===== config.mk =====
export PLATFORM = sky130hd
export DESIGN_NAME = bsearch_engine
export DESIGN_NICKNAME = d
export VERILOG_FILES = /design/src/rtl/bsearch_pkg.sv /design/src/rtl/bsearch_dp.sv /design/src/rtl/bsearch_engine.sv
export SDC_FILE = /design/constraint.sdc
export NUM_CORES = 1
export LEC_CHECK = 0
export CAP_MARGIN = 25
export CORE_AREA = 2 2 96 98
export CTS_BUF_LIST = sky130_fd_sc_hd__clkbuf_4 sky130_fd_sc_hd__clkbuf_8 sky130_fd_sc_hd__clkbuf_16
export DETAILED_ROUTE_END_ITERATION = 10
export DIE_AREA = 0 0 98 100
export PLACE_DENSITY = 0.63
export SETUP_SLACK_MARGIN = 0.2
export SLEW_MARGIN = 20
export SYNTH_ARGS = -nofsm -noshare
export SYNTH_HDL_FRONTEND = slang
export SYNTH_SLANG_ARGS = --single-unit

===== constraint.sdc =====
create_clock -name clk -period 3.7 [get_ports clk]
set_input_delay 0.74 -clock clk [delete_from_list [all_inputs] [get_ports clk]]
set_output_delay 0.74 -clock clk [all_outputs]
set_load 0.05 [all_outputs]

===== src/rtl/bsearch_pkg.sv =====
// Shared types for the binary-search engine: FSM state encoding.
package bsearch_pkg;

  typedef enum logic [2:0] {
    IDLE,
    CALC,
    WAIT,
    COMPARE,
    DONE
  } state_t;

endpackage


===== src/rtl/bsearch_dp.sv =====
// Binary-search datapath: captured target/order, low/high/mid pointers,
// read-latency wait counter, probe counter, comparators and result registers.
module bsearch_dp
  import bsearch_pkg::*;
#(
  parameter int DATA_W = 8,
  parameter int ADDR_W = 5,
  parameter int RD_LAT = 1
) (
  input  logic              clk,
  input  logic              reset,
  input  logic              init_i,
  input  logic              calc_i,
  input  logic              wait_i,
  input  logic              cmp_i,
  input  logic [DATA_W-1:0] target_i,
  input  logic              desc_i,
  input  logic [DATA_W-1:0] rd_data_i,
  output logic [ADDR_W-1:0] rd_addr_o,
  output logic              wait_done_o,
  output logic              eq_o,
  output logic              miss_o,
  output logic              found_o,
  output logic [ADDR_W-1:0] addr_o,
  output logic [ADDR_W:0]   probes_o
);

  localparam int PW = ADDR_W + 1;
  localparam int CW = $clog2(RD_LAT + 1);
  localparam logic [PW-1:0] TOP   = PW'((2 ** ADDR_W) - 1);
  localparam logic [CW-1:0] WLAST = CW'(RD_LAT - 1);

  logic [DATA_W-1:0] tgt_q;
  logic              desc_q;
  logic [PW-1:0]     low_q, low_d, high_q, high_d, mid_q, mid_d;
  logic [CW-1:0]     wcnt_q, wcnt_d;
  logic [PW-1:0]     probes_q, probes_d;
  logic              found_q, found_d;
  logic [ADDR_W-1:0] addr_q, addr_d;

  logic              gt;
  logic [PW-1:0]     low_up, high_dn;

  assign eq_o    = (rd_data_i == tgt_q);
  assign gt      = desc_q ? (tgt_q < rd_data_i) : (tgt_q > rd_data_i);
  assign low_up  = mid_q + 1'b1;
  assign high_dn = mid_q - 1'b1;

  // high only goes negative via mid == 0; checking that directly keeps the
  // pointer compares unsigned while low may still reach DEPTH.
  assign miss_o = !eq_o && (gt ? (low_up > high_q)
                               : ((mid_q == '0) || (low_q > high_dn)));

  assign wait_done_o = (wcnt_q == WLAST);

  always_comb begin
    low_d    = low_q;
    high_d   = high_q;
    mid_d    = mid_q;
    wcnt_d   = wcnt_q;
    probes_d = probes_q;
    found_d  = found_q;
    addr_d   = addr_q;
    if (init_i) begin
      low_d    = '0;
      high_d   = TOP;
      found_d  = 1'b0;
      addr_d   = '0;
      probes_d = '0;
    end
    if (calc_i) begin
      mid_d    = low_q + ((high_q - low_q) >> 1);
      probes_d = probes_q + 1'b1;
      wcnt_d   = '0;
    end
    if (wait_i && !wait_done_o) wcnt_d = wcnt_q + 1'b1;
    if (cmp_i) begin
      if (eq_o) begin
        found_d = 1'b1;
        addr_d  = mid_q[ADDR_W-1:0];
      end else if (gt) begin
        low_d = low_up;
      end else begin
        high_d = high_dn;
      end
    end
  end

  always_ff @(posedge clk) begin
    if (reset) begin
      low_q    <= '0;
      high_q   <= TOP;
      mid_q    <= '0;
      wcnt_q   <= '0;
      probes_q <= '0;
      found_q  <= 1'b0;
      addr_q   <= '0;
    end else begin
      low_q    <= low_d;
      high_q   <= high_d;
      mid_q    <= mid_d;
      wcnt_q   <= wcnt_d;
      probes_q <= probes_d;
      found_q  <= found_d;
      addr_q   <= addr_d;
    end
  end

  always_ff @(posedge clk) begin
    if (init_i) begin
      tgt_q  <= target_i;
      desc_q <= desc_i;
    end
  end

  assign rd_addr_o = mid_q[ADDR_W-1:0];
  assign found_o   = found_q;
  assign addr_o    = addr_q;
  assign probes_o  = probes_q;

endmodule


===== src/rtl/bsearch_engine.sv =====
// Binary-search engine top: control FSM driving bsearch_dp against an
// external synchronous-read table RAM.
module bsearch_engine
  import bsearch_pkg::*;
#(
  parameter int DATA_W = 8,
  parameter int ADDR_W = 5,
  parameter int RD_LAT = 1
) (
  input  logic              clk,
  input  logic              reset,
  input  logic              start,
  input  logic [DATA_W-1:0] target,
  input  logic              descending,
  output logic [ADDR_W-1:0] rd_addr,
  input  logic [DATA_W-1:0] rd_data,
  output logic              busy,
  output logic              done,
  output logic              found,
  output logic [ADDR_W-1:0] addr,
  output logic [ADDR_W:0]   probes
);

  state_t state_q, state_d;
  logic   init, calc, wait_st, cmp;
  logic   wait_done, eq, miss;

  always_ff @(posedge clk) begin
    if (reset) state_q <= IDLE;
    else       state_q <= state_d;
  end

  always_comb begin
    state_d = state_q;
    case (state_q)
      IDLE:    if (start) state_d = CALC;
      CALC:    state_d = WAIT;
      WAIT:    if (wait_done) state_d = COMPARE;
      COMPARE: state_d = (eq || miss) ? DONE : CALC;
      DONE:    state_d = IDLE;
      default: state_d = IDLE;
    endcase
  end

  always_comb begin
    busy    = (state_q != IDLE);
    done    = (state_q == DONE);
    init    = (state_q == IDLE) && start;
    calc    = (state_q == CALC);
    wait_st = (state_q == WAIT);
    cmp     = (state_q == COMPARE);
  end

  bsearch_dp #(
    .DATA_W(DATA_W),
    .ADDR_W(ADDR_W),
    .RD_LAT(RD_LAT)
  ) u_dp (
    .clk        (clk),
    .reset      (reset),
    .init_i     (init),
    .calc_i     (calc),
    .wait_i     (wait_st),
    .cmp_i      (cmp),
    .target_i   (target),
    .desc_i     (descending),
    .rd_data_i  (rd_data),
    .rd_addr_o  (rd_addr),
    .wait_done_o(wait_done),
    .eq_o       (eq),
    .miss_o     (miss),
    .found_o    (found),
    .addr_o     (addr),
    .probes_o   (probes)
  );

endmodule

Yosys cells after proc, flatten, opt, wreduce, memory -nomap -nowiden
Cells that the tools add are included.
Storage, ports and cells
  register bits after elaboration: 43
  input port bits: 20
  output and inout bits: 19
  word-level logic and storage cells: 63
Operators by class
  $add $sub $neg: 6
  order comparisons: 4
  equality and inequality tests: 7
  muxes and demuxes: 24
  reductions and logical operators: 12
Operator list (number)
  6-bit 2-to-1 mux: 10
  5-bit 2-to-1 mux: 3
  6-bit by 1-bit adder with 6-bit output, second input constant: 2
  6-bit > comparator: 2
  3-bit one-hot mux with 4 select lines: 1
  3-bit 2-to-1 mux: 3
  8-bit equality test: 1
  8-bit > comparator: 1
  8-bit less-than comparator: 1
  1-bit 2-to-1 mux: 7
  6-bit by 5-bit adder with 6-bit output: 1
  3-bit by 2-bit equality test with 1-bit output, second input constant: 2
  6-bit logical NOT: 1
  6-bit by 1-bit subtractor with 6-bit output, second input constant: 1
  6-bit subtractor: 1
  2-bit != test, second input constant: 2
  2-bit nonzero test: 2
  3-bit by 1-bit equality test with 1-bit output, second input constant: 1
  3-bit equality test, second input constant: 1
  1-bit logical AND: 3
  3-bit logical NOT: 1
  3-bit nonzero test: 1
  1-bit logical OR: 2
  2-bit AND reduction: 1
  other kinds (2): 2

Logic depth before layout (Yosys ltp)
Gate-level depths: netlist (run 1).
  depth in word-level cells: 8
  depth in mapped cells: 13
  depth with buffers taken out: 13

Modules after synthesis
From an unflattened synthesis (run 1), not the netlist that was laid out.
Second synthesis, totals
  cells, all modules: 308
  area, all modules: 2882.8 um2
Modules (own cells, without submodules)
  bsearch_dp: instances 1, cells each 288, area an instance 2681.3 um2, seq. area each 890.9 um2
  bsearch_engine: instances 1, cells each 20, area an instance 201.4 um2, seq. area each 60.1 um2

Worst setup path after synthesis (run 1)
Ideal clock, no wire load.
  kind: register to output
  start: reg state_q[2]
  end: out done
  arrival time: 1.694 ns
  required time: 2.960 ns
  slack: 1.266 ns
  stages on the path, launching flop included: 3
  path buffers: 1
  cell sequence: dfxtp_1 -> buf_2 -> nor3b_1
Between the ends
  word-level cells in the longest chain between the ends: 1
Ends and longest elaborated chain
  from (decl): RTL line bsearch_engine.sv:24  | state_t state_q, state_d;
  from (signal assigned): RTL line bsearch_engine.sv:30  | else state_q <= state_d;
  3-bit equality test: RTL line bsearch_engine.sv:47  | done = (state_q == DONE);
  to (decl): RTL line bsearch_engine.sv:18  | output logic done,
No other way between the ends.

Worst setup path in the final report (run 1)
  start: in rd_data[1]
  end: reg state_q[2]
Between the ends
  word-level cells in the longest chain between the ends: 7
  elaborated cells between the ends (all ways): 10
  classes of those cells: order compare (2); eq/ne (1); mux (4); reduce/logical (3)
Ends and longest elaborated chain
  from (decl): RTL line bsearch_engine.sv:16  | input logic [DATA_W-1:0] rd_data,
  8-bit > comparator / 8-bit less-than comparator (equally long branches): RTL line bsearch_dp.sv:45  | assign gt = desc_q ? (tgt_q < rd_data_i) : (tgt_q > rd_data_i);
  1-bit 2-to-1 mux: RTL line bsearch_dp.sv:45
  1-bit 2-to-1 mux: RTL line bsearch_dp.sv:51  | assign miss_o = !eq_o && (gt ? (low_up > high_q)
  1-bit logical AND: RTL line bsearch_dp.sv:51
  1-bit logical OR (*): RTL line bsearch_engine.sv:39  | COMPARE: state_d = (eq || miss) ? DONE : CALC;
  3-bit 2-to-1 mux (*): RTL line bsearch_engine.sv:39
  3-bit one-hot mux with 4 select lines (*): RTL line bsearch_engine.sv:35  | case (state_q)
Mark *: on every way between the ends. The rest lies on a longest branch, timed or not.
A chain may end at the register's enable or synchronous reset.

==> results of run 1 <==
==> path summary, 6_finish.rpt <==
check	end	from
max reg2reg	state_q[2]	u_dp.mid_q[0]
min	u_dp.wcnt_q	u_dp.wcnt_q
min reg2reg	u_dp.wcnt_q	u_dp.wcnt_q
max	state_q[2]	rd_data[1]
==> per-layer routing <==
metal	up-vias	GRT usage, %	part of all wire, %
met3	13	1.880	4.1
met1	1061	16.72	45
met5	-	0	0
li1	1173	-	-
met2	54	23.76	49
met4	0	5.449	2.7
==> area by class of cell <==
cell class                      count  share of cell area [%]
Inverter                           28                   3.176
Clock inverter                      1                  0.1134
Tap cell                          111                   4.197
Multi-Input combinational cell    226                   48.20
Sequential cell                    43                   28.73
Clock buffer                        7                   2.722
Timing Repair Buffer               44                   12.85
==> cell usage after synthesis (all sizes together), types with 9 or more instances <==
cell type,number
o211ai,14
nand3,28
inv,28
nor2,19
dfxtp,34
a21oi,36
edfxtp,9
buf,13
nand2,22
ha,33
xnor2,13
==> power groups by stage <==
stage	registers (µW)	logic [µW]	clock network, µW
6_report	538	328	314
5_1_grt	543	365	344
4_1_cts	538	331	324
3_5_place_dp	549	330	0
3_3_place_gp	548	321	0
2_1_floorplan	535	252	0
==> stage by stage <==
stage / hold slack [ns] / utilization [%] / power, µW / cells
6_report: 0.4492 / 37.23 / 1181 / 460
3_5_place_dp: 0.4445 / 36.17 / 878.6 / 452
3_3_place_gp: 0.4347 / 36.17 / 868.6 / 452
5_1_grt: 0.4907 / 37.23 / 1251 / 460
2_1_floorplan: 0.4231 / - / 787.4 / 318
4_1_cts: 0.4552 / 37.23 / 1193 / 460
==> sequential cells by signal (all words and copies together) (netlist names) <==
signal	count
u_dp.tgt_q	8
u_dp.high_q	6
u_dp.low_q	6
u_dp.mid_q	6
u_dp.probes_o	6
u_dp.addr_o	5
state_q	3
u_dp.desc_q	1
u_dp.found_o	1
u_dp.wcnt_q	1
==> worst reg2reg max path, delay by kind of cell, from the launching register on <==
kind | cells | cell delay (ns)
flip-flops | 1 | 0.62
XOR/XNOR | 1 | 0.09
adder cells (fa/ha/maj) | 2 | 0.58
AO/OA/AOI/OAI | 1 | 0.30
AND/OR/NAND/NOR | 4 | 0.73
buffers and inverters | 1 | 0.22
multiplexers | 1 | 0.15
==> layout by cell type, fill, tap and decap left out, types with 3 or more instances in the layout <==
cell,instances
nor3_1,6
xor2_1,4
nand2_1,22
a21oi_1,36
nand4_1,5
clkdlybuf4s50_1,38
dfxtp_1,34
buf_4,6
ha_1,33
nand3_1,28
inv_1,28
nor2_1,19
o21ai_0,3
edfxtp_1,9
clkbuf_8,6
xnor2_1,13
nand2b_1,3
a21o_1,8
o211ai_1,13
==> kinds of logic (layout without fill, tap and decap cells) <==
group,Yosys count,count (layout),synth area share [%]
AO/OA/AOI/OAI,73,73,16.97
XOR/XNOR,17,17,5.385
adder cells (fa/ha/maj),35,35,16.38
buffers and inverters,49,80,7.919
flip-flops,43,43,34.39
multiplexers,2,2,0.7240
AND/OR/NAND/NOR,99,99,18.24
==> results.ini, run 1 <==
[placed_design]
routabilityCongestion = 0.8082
pre_cts_ws_ns = 0.5839
dpl-instance-area_um2 = 3216
port_buffers = 38
dp_hpwl_um = 4887

[routing]
drtIter0Drc = 114
dr.pass1.iters = 4
postRouteAntennaNets = 0
vias_per_cell = 5.002
wire_per_inst_um = 13.91
wirelength_um = 6397
vias = 2301
drc = 0

[logic_synthesis]
synth_edf_count = 9
yosysTopAreaCellShare_pct = 24.62
yosysWarnings = 0
synthesis.nets = 373
ys.flop_type = dfxtp_1
yosys-top-cells-area = dfxtp_1 (25%), ha_1 (15%), edfxtp_1 (9.8%)
synth-seq-area-share_pct = 34.39
synth.avg_cell_area_um2 = 8.695
yosys_register_bits = 43
netlist-cell-type-count = 46
syn-cell-area_um2 = 2765
synthCells = 318
synthArstFlopShare_pct = 0
synth_top_area_cell = dfxtp_1

[cells_and_area]
syn2layout_area_growth_pct = 19.68
n_antenna_cell = 0
nFillCells = 920
seqCellArea_um2 = 950.9
final_area_um2 = 3309
multi_input_area_um2 = 1595
drive_above_1_share_pct = 5.444
final_nets = 403

[sta]
finClkSkew_ns = 0.008951
clock.fmax_mhz = 353.8
setup_viol = 0
period_share_pct = 76.39
rsz0062_at_grt = no
worst_pin_slew_ns = 0.6841
hold_viol_final = 0
drv_slew = 0
post-route-min-period_ns = 2.827
relSlewSlack_pct = 54.01
fin_ws_ns = 0.8734
tns_ns = 0

[power]
swShare_pct = 33.20
cellLeakagePower_uw = 0.001295
clock_power_share_pct = 26.6
switching_power_uw = 392.0
seqPwrFrac_pct = 45.6
cellPowerDensity_nw_per_um2 = 356.9
internal-power_uw = 788.9
share_comb_of_total_power_pct = 27.8
peakVddDrop_mv = 0.1894

[die]
die_x_um = 98
core-area_um2 = 8890
io_pins = 39
die_h_um = 100
start_util_pct = 31.10
die-area_um2 = 9800
fp-row-count = 35

[cts]
clock_sinks = 43
insertion_delay_ns = 0.30
cts_buffer_depth = 2
postCtsHoldBufs = 0
tritoncts = yes
cts_setup_buffers = 0
cts.htree.levels = 2
cts_resized = 0
root_buffer = clkbuf_8
cts-buffers-inserted = 5
cts.clk_slew.worst_paths_ns = 0.07

[setup_path]
crit_type = in -> reg
critical_path_buf_inv_count = 2
cp_slowest_cell = o211ai_2
reg2reg_slack_ns = 0.89
cp.depth = 9
crit_family = compound AO/OA/AOI/OAI gates
cp-end-kind = flip-flop
arrival_ns = 3.03
reg2reg_depth = 10
crit_path_max_fanout = 12
critPathLaunchType = input pin
required_ns = 3.91
critPathMaxStageDelay_ns = 0.50
cp_cell_sequence = clkdlybuf4s50_1 -> inv_1 -> ha_1 -> nor2b_1 -> o211ai_1 -> a21oi_1 -> o211ai_2 -> mux2i_1 -> nor4b_2

[min_path]
hp-class = reg -> reg
holdPathStages = 2

[global_routing]
grt_pass1_vias = 2322
grt-ovfl-total = 0
grt_max_degree = 22
track_usage_pct = 13.52
grt_first_pass_wirelength_um = 10890
antenna_found_initial = 0

[run]
drv_cap = 0

[run_status]
outcome = finished, final reports clean

No activity file was read; power rests on OpenSTA's default activity.
==> run 2: changes to the inputs <==
==> constraint.sdc (replaced) <==
create_clock -name clk -period 2.7 [get_ports clk]
set_input_delay 0.54 -clock clk [delete_from_list [all_inputs] [get_ports clk]]
set_output_delay 0.54 -clock clk [all_outputs]
set_load 0.05 [all_outputs]
==> run 2 against run 1 <==
Routed wire length up 3.3%. Setup slack got worse by 0.60 ns. Combinational power grew 62%.
==> results.ini, run 2 (synthesized netlist as in run 1, its figures left out) <==
[power]
share_comb_of_total_power_pct = 31.9  ; +4.1 points
clock_power_share_pct = 24.6  ; -2.0 points
peakVddDrop_mv = 0.2737  ; +44%
switching_power_uw = 576.9  ; +47%
seqPwrFrac_pct = 43.5  ; -2.1 points
design_power_total_uw = 1668  ; +41%
cellLeakagePower_uw = 0.001420  ; +9.7%
cellPowerDensity_nw_per_um2 = 478.1  ; +34%
swShare_pct = 34.59  ; +1.4 points
internal-power_uw = 1091  ; +38%

[min_path]
hp-class = reg -> reg
hp-start = u_dp.wcnt_q

[routing]
postRouteAntennaNets = 0  ; unchanged
vias_per_cell = 5.044  ; +0.84%
drc = 0  ; unchanged
vias = 2396  ; +4.1%
wirelength_um = 6606  ; +3.3%
drtIter0Drc = 136  ; +19%
dr.pass1.iters = 6  ; +2
wire_per_inst_um = 13.91  ; about the same

[placed_design]
dpl-instance-area_um2 = 3321  ; +3.3%
routabilityCongestion = 0.9253  ; +14%
dp_hpwl_um = 4970  ; +1.7%
port_buffers = 38  ; unchanged
post-place-cells = 466  ; +3.1%

[setup_path]
crit_family = buffers and inverters
critical_path_buf_inv_count = 2  ; unchanged
crit_start = state_q[2]
r2r-start = u_dp.mid_q[2]
critPathLaunchType = flip-flop
crit_path_max_fanout = 12  ; unchanged
crit_type = reg -> out
arrival_ns = 1.89  ; -1.14 ns
required_ns = 2.16  ; -1.75 ns
cp_slowest_cell = clkdlybuf4s50_1
critPathMaxStageDelay_ns = 0.79  ; +0.29 ns
cp-end-kind = output port
cp_cell_sequence = nor3_1 -> inv_1 -> clkdlybuf4s50_1
reg2reg_slack_ns = 0.30  ; -0.59 ns

[cells_and_area]
layout_commonest_cell = clkdlybuf4s50_1
largest_reg_flops = 8  ; unchanged
final_area_um2 = 3488  ; +5.4%
syn2layout_area_growth_pct = 26.15
final_nets = 418  ; +3.7%
mostFrequentLayoutCells = clkdlybuf4s50_1 (37), a21oi_1 (33), ha_1 (33), dfxtp_1 (28)
fin_cells = 475  ; +3.3%
drive_above_1_share_pct = 14.84  ; +9.4 points
top_register = u_dp.tgt_q
n_antenna_cell = 0  ; unchanged

[run_status]
outcome = finished, final reports clean

[sta]
rsz0062_at_grt = yes
worst_pin_slew_ns = 0.5270  ; -0.1572 ns
post-route-min-period_ns = 2.431
hold_viol_final = 0  ; unchanged
drv_slew = 0  ; unchanged
tns_ns = 0  ; unchanged
clock.fmax_mhz = 411.3
relSlewSlack_pct = 64.76  ; +11 points
period_share_pct = 90.04
finClkSkew_ns = 0.003816  ; -0.005135 ns
setup_viol = 0  ; unchanged

[cts]
cts_buffer_depth = 2  ; unchanged
root_buffer = clkbuf_8
cts.htree.levels = 2  ; unchanged
tritoncts = yes
cts-buffers-inserted = 5  ; unchanged
insertion_delay_ns = 0.30  ; about the same
cts.clk_slew.worst_paths_ns = 0.08  ; about the same
postCtsHoldBufs = 0  ; unchanged
clock_sinks = 43  ; unchanged

[die]
die_h_um = 100  ; unchanged
die_x_um = 98  ; unchanged
fp-row-count = 35  ; unchanged
die-area_um2 = 9800  ; unchanged
core-area_um2 = 8890  ; unchanged
io_pins = 39  ; unchanged
start_util_pct = 31.10  ; unchanged

[run]
drv_cap = 0  ; unchanged

[global_routing]
grt_first_pass_wirelength_um = 11030  ; +1.3%
grt-ovfl-total = 0  ; unchanged
antenna_found_initial = 0  ; unchanged
grt_max_degree = 21  ; -4.5%
track_usage_pct = 13.69  ; +0.18 points
grt_pass1_vias = 2374  ; +2.2%

## run 2: cell types whose count changed in the layout (fill, tap and decap cells not counted), moves of 3 or more
cell	change
clkinv_2	+3
dfxtp_1	-6
buf_4	+15
dfxtp_2	+6
a21oi_1	-3
a21oi_2	+3
## run 2: path summary, 6_finish.rpt
check / to / cells past startpoint
worst max-delay path: busy / 3
worst min-delay path: u_dp.wcnt_q / 2
worst max register to register: state_q[2] / 9
worst min register to register: u_dp.wcnt_q / 2
## run 2: area by class of cell
cell class / count / area, µm²
Timing Repair Buffer: 59 / 540.5
Tap cell: 111 / 138.9
Clock buffer: 5 / 68.82
Multi-Input combinational cell: 226 / 1662
Sequential cell: 43 / 958.4
Fill cell: 903 / 5401
Clock inverter: 3 / 15.01
Inverter: 28 / 105.1
## run 2: worst register-to-register path: stages (launching register included)
cell and delay, ns:
dfxtp_2 0.35, nor3_2 0.25, nand3_2 0.12, xor2_2 0.17, ha_1 0.33, nand4_1 0.14
or2_2 0.33, a221oi_2 0.29, mux2i_2 0.13, nor4b_2 0.17
## run 2: timing repair
| action | CTS | global route |
|---|---|---|
| hold endpoints to repair | 0 | 0 |
| endpoints found under the setup margin | 3 | 8 |
| buffers inserted | 1 | 0 |
| pin swaps | 1 | 8 |
| gates resized for setup | 3 | 18 |
## run 2: stage by stage
stage	hold WS [ns]	util (%)	worst slack [ns]
after global placement	0.4357	37.35	0.01470
after detailed placement	0.4397	37.35	-0.05773
after global routing	0.4777	39.24	0.1505
final	0.4473	39.24	0.2688
after CTS	0.4505	38.44	0.2068
after floorplan	0.4231	-	0.3778
## run 2: routing by layer
metal	track usage (%)	vias to the layer above	part of all wire, %
li1	-	1205	-
met1	16.56	1140	44
met2	25.13	43	52
met3	1.880	8	2.9
met4	4.380	0	1.4
met5	0	-	0
## run 2: power groups by stage
| stage | logic (µW) | registers [µW] | clock network [µW] |
|---|---|---|---|
| final | 532 | 725 | 411 |
| after global routing | 582 | 730 | 446 |
| after CTS | 515 | 723 | 420 |
| after detailed placement | 507 | 737 | 0 |
| after global placement | 493 | 737 | 0 |
| after floorplan | 345 | 734 | 0 |
==> variant: new RTL, flow settings as in run 2 <==
Take the reset off `addr_q` and load it in a clocked block of its own.
--- a/src/rtl/bsearch_dp.sv
+++ b/src/rtl/bsearch_dp.sv
@@ -94,7 +94,6 @@
       wcnt_q   <= '0;
       probes_q <= '0;
       found_q  <= 1'b0;
-      addr_q   <= '0;
     end else begin
       low_q    <= low_d;
       high_q   <= high_d;
@@ -102,8 +101,11 @@
       wcnt_q   <= wcnt_d;
       probes_q <= probes_d;
       found_q  <= found_d;
-      addr_q   <= addr_d;
     end
+  end
+
+  always_ff @(posedge clk) begin
+    addr_q <= addr_d;
   end
 
   always_ff @(posedge clk) begin
Behaviour: differs if reset is asserted again (counterexample within 10 cycles, from zero or initial values and one cycle with reset high); with reset held inactive, the same outputs for 10 cycles.
==> variant against run 2 <==
- critical path depth grew 7
- power grew 30%
- non-clock buffer count shrank 3
- worst setup slack lost 0.013 ns
- sequential cell count is the same
- cell area grew 2.2%
- wire length grew 0.48%
- area after synthesis grew 1.8%
- largest cell class unchanged
==> variant: results <==
[outcome]
status = completed

[sta]
fin_skew_ns = 0.0101
relSlewSlack = 0.622
fin_hold_ws_ns = 0.453
period_share = 0.905

[clocking]
insertion_delay_ns = 0.30
htreeDepth = 2
cts_buffers = 5
clkTransAtPathRegs_ns = 0.08

[final_layout]
nFillCells = 895
layout-drive-gt1-share = 0.174
regMostFlops = u_dp.tgt_q
finalNetCount = 410
largest_reg_flops = 8
final_cells = 467

[drt]
drt_wl_total_mm = 6.64
vias = 2346
firstDrtPassIters = 4
drtIter0Drc = 109

[placed_design]
place.gp.congestion = 0.960
pre_cts_ws_ns = 0.0185
placedCellCount = 455
dpl-instance-area_sq_um = 3320
dp_hpwl_mm = 4.92

[synth]
synth_area_leaders = dfxtp_1 (24%), ha_1 (15%), edfxtp_1 (9.6%)
ys_seq_area_frac = 0.338
synth_cells = 311
post_synth_num_cell_types = 60
synth_commonest_cells = dfxtp_1 (34), ha_1 (33), a21oi_1 (30)
syn_nets = 366

[critical_path]
endpoint = state_q[2]$_SDFFE_PP0P_
reg2reg_slack_ns = 0.26
worst_ep_arrival_time_ns = 2.62
crit_fanout = 3
reg2reg_depth = 10
cp_slowest_stage_delay_ns = 0.41
critPathSlowestCell = or3_4
cp_top_family = simple AND/OR/NAND/NOR gates

[global_route]
grt_start_max_net_pins = 19
antenna_found_initial = 0
grt_usage = 0.135
grt_pass1_wl_mm = 10.8

[pwr]
irDropWorstVdd_mv = 0.320
internal-power_mw = 1.41
power.leakage_nw = 1.42
[variant: cell count changes in the layout (fill, tap and decap cells not counted), moves of 3 or more]
| cell | run 2 | this run |
|---|---|---|
| a21o_1 | 8 | 3 |
| a21oi_1 | 33 | 28 |
| a41oi_1 | 0 | 3 |
| buf_4 | 21 | 18 |
| dfxtp_2 | 6 | 2 |
| nand2_1 | 22 | 26 |
| nand3_1 | 27 | 16 |
| nor2_1 | 19 | 14 |
| nor2_2 | 0 | 3 |
| o211ai_1 | 13 | 5 |
| o21ai_0 | 3 | 7 |
| o21ai_1 | 1 | 4 |
[variant: what timing repair did]
| action | 4_1_cts | 5_1_grt |
|---|---|---|
| pin swaps | 0 | 11 |
| buffers inserted | 0 | 4 |
| setup endpoints to repair | 2 | 5 |
| gates resized for setup | 2 | 19 |
[variant: how the worst min path moves through the flow]
stage | from | end | depth (start not counted)
2_1_floorplan | u_dp.wcnt_q$_SDFFE_PP0P_ | u_dp.wcnt_q$_SDFFE_PP0P_ | 2
3_3_place_gp | u_dp.wcnt_q$_SDFFE_PP0P_ | u_dp.wcnt_q$_SDFFE_PP0P_ | 2
3_5_place_dp | u_dp.wcnt_q$_SDFFE_PP0P_ | u_dp.wcnt_q$_SDFFE_PP0P_ | 2
4_1_cts | u_dp.wcnt_q$_SDFFE_PP0P_ | u_dp.wcnt_q$_SDFFE_PP0P_ | 2
5_1_grt | u_dp.wcnt_q$_SDFFE_PP0P_ | u_dp.wcnt_q$_SDFFE_PP0P_ | 2
6_report | u_dp.wcnt_q$_SDFFE_PP0P_ | u_dp.wcnt_q$_SDFFE_PP0P_ | 2
[variant: power by group through the flow]
stage	clock network, mW	logic [mW]	registers [mW]
final	0.603	0.815	0.753
after global routing	0.644	0.893	0.761
after CTS	0.609	0.763	0.753
after detailed placement	0	0.756	0.767
after global placement	0	0.747	0.766
after floorplan	0	0.550	0.771
[variant: area by class of cell]
| type | count | area [sq um] | share of cell area |
|---|---|---|---|
| Inverter | 26 | 98.8 | 0.0277 |
| Sequential cell | 43 | 961 | 0.270 |
| Tap cell | 111 | 139 | 0.0390 |
| Clock inverter | 3 | 67.6 | 0.0190 |
| Clock buffer | 5 | 68.8 | 0.0193 |
| Timing Repair Buffer | 56 | 515 | 0.145 |
| Multi-Input combinational cell | 223 | 1710 | 0.481 |
[variant: logic make-up after synthesis]
kind of cell               Yosys count  synth area share
AOI/OAI and AO/OA                   69             0.170
muxes                                3            0.0111
and+or+nand+nor                     99             0.189
adders and majority gates           35             0.161
buffers and inverters               45            0.0774
DFF                                 43             0.338
xor gates and xnor gates            17            0.0529
[variant: metal layers]
metal	wire, um	GRT usage	vias to the layer above
met4	141	0.0310	0
met3	310	0.0299	13
met2	3040	0.230	66
li1	-	-	1182
met5	0	0	-
met1	3150	0.176	1085
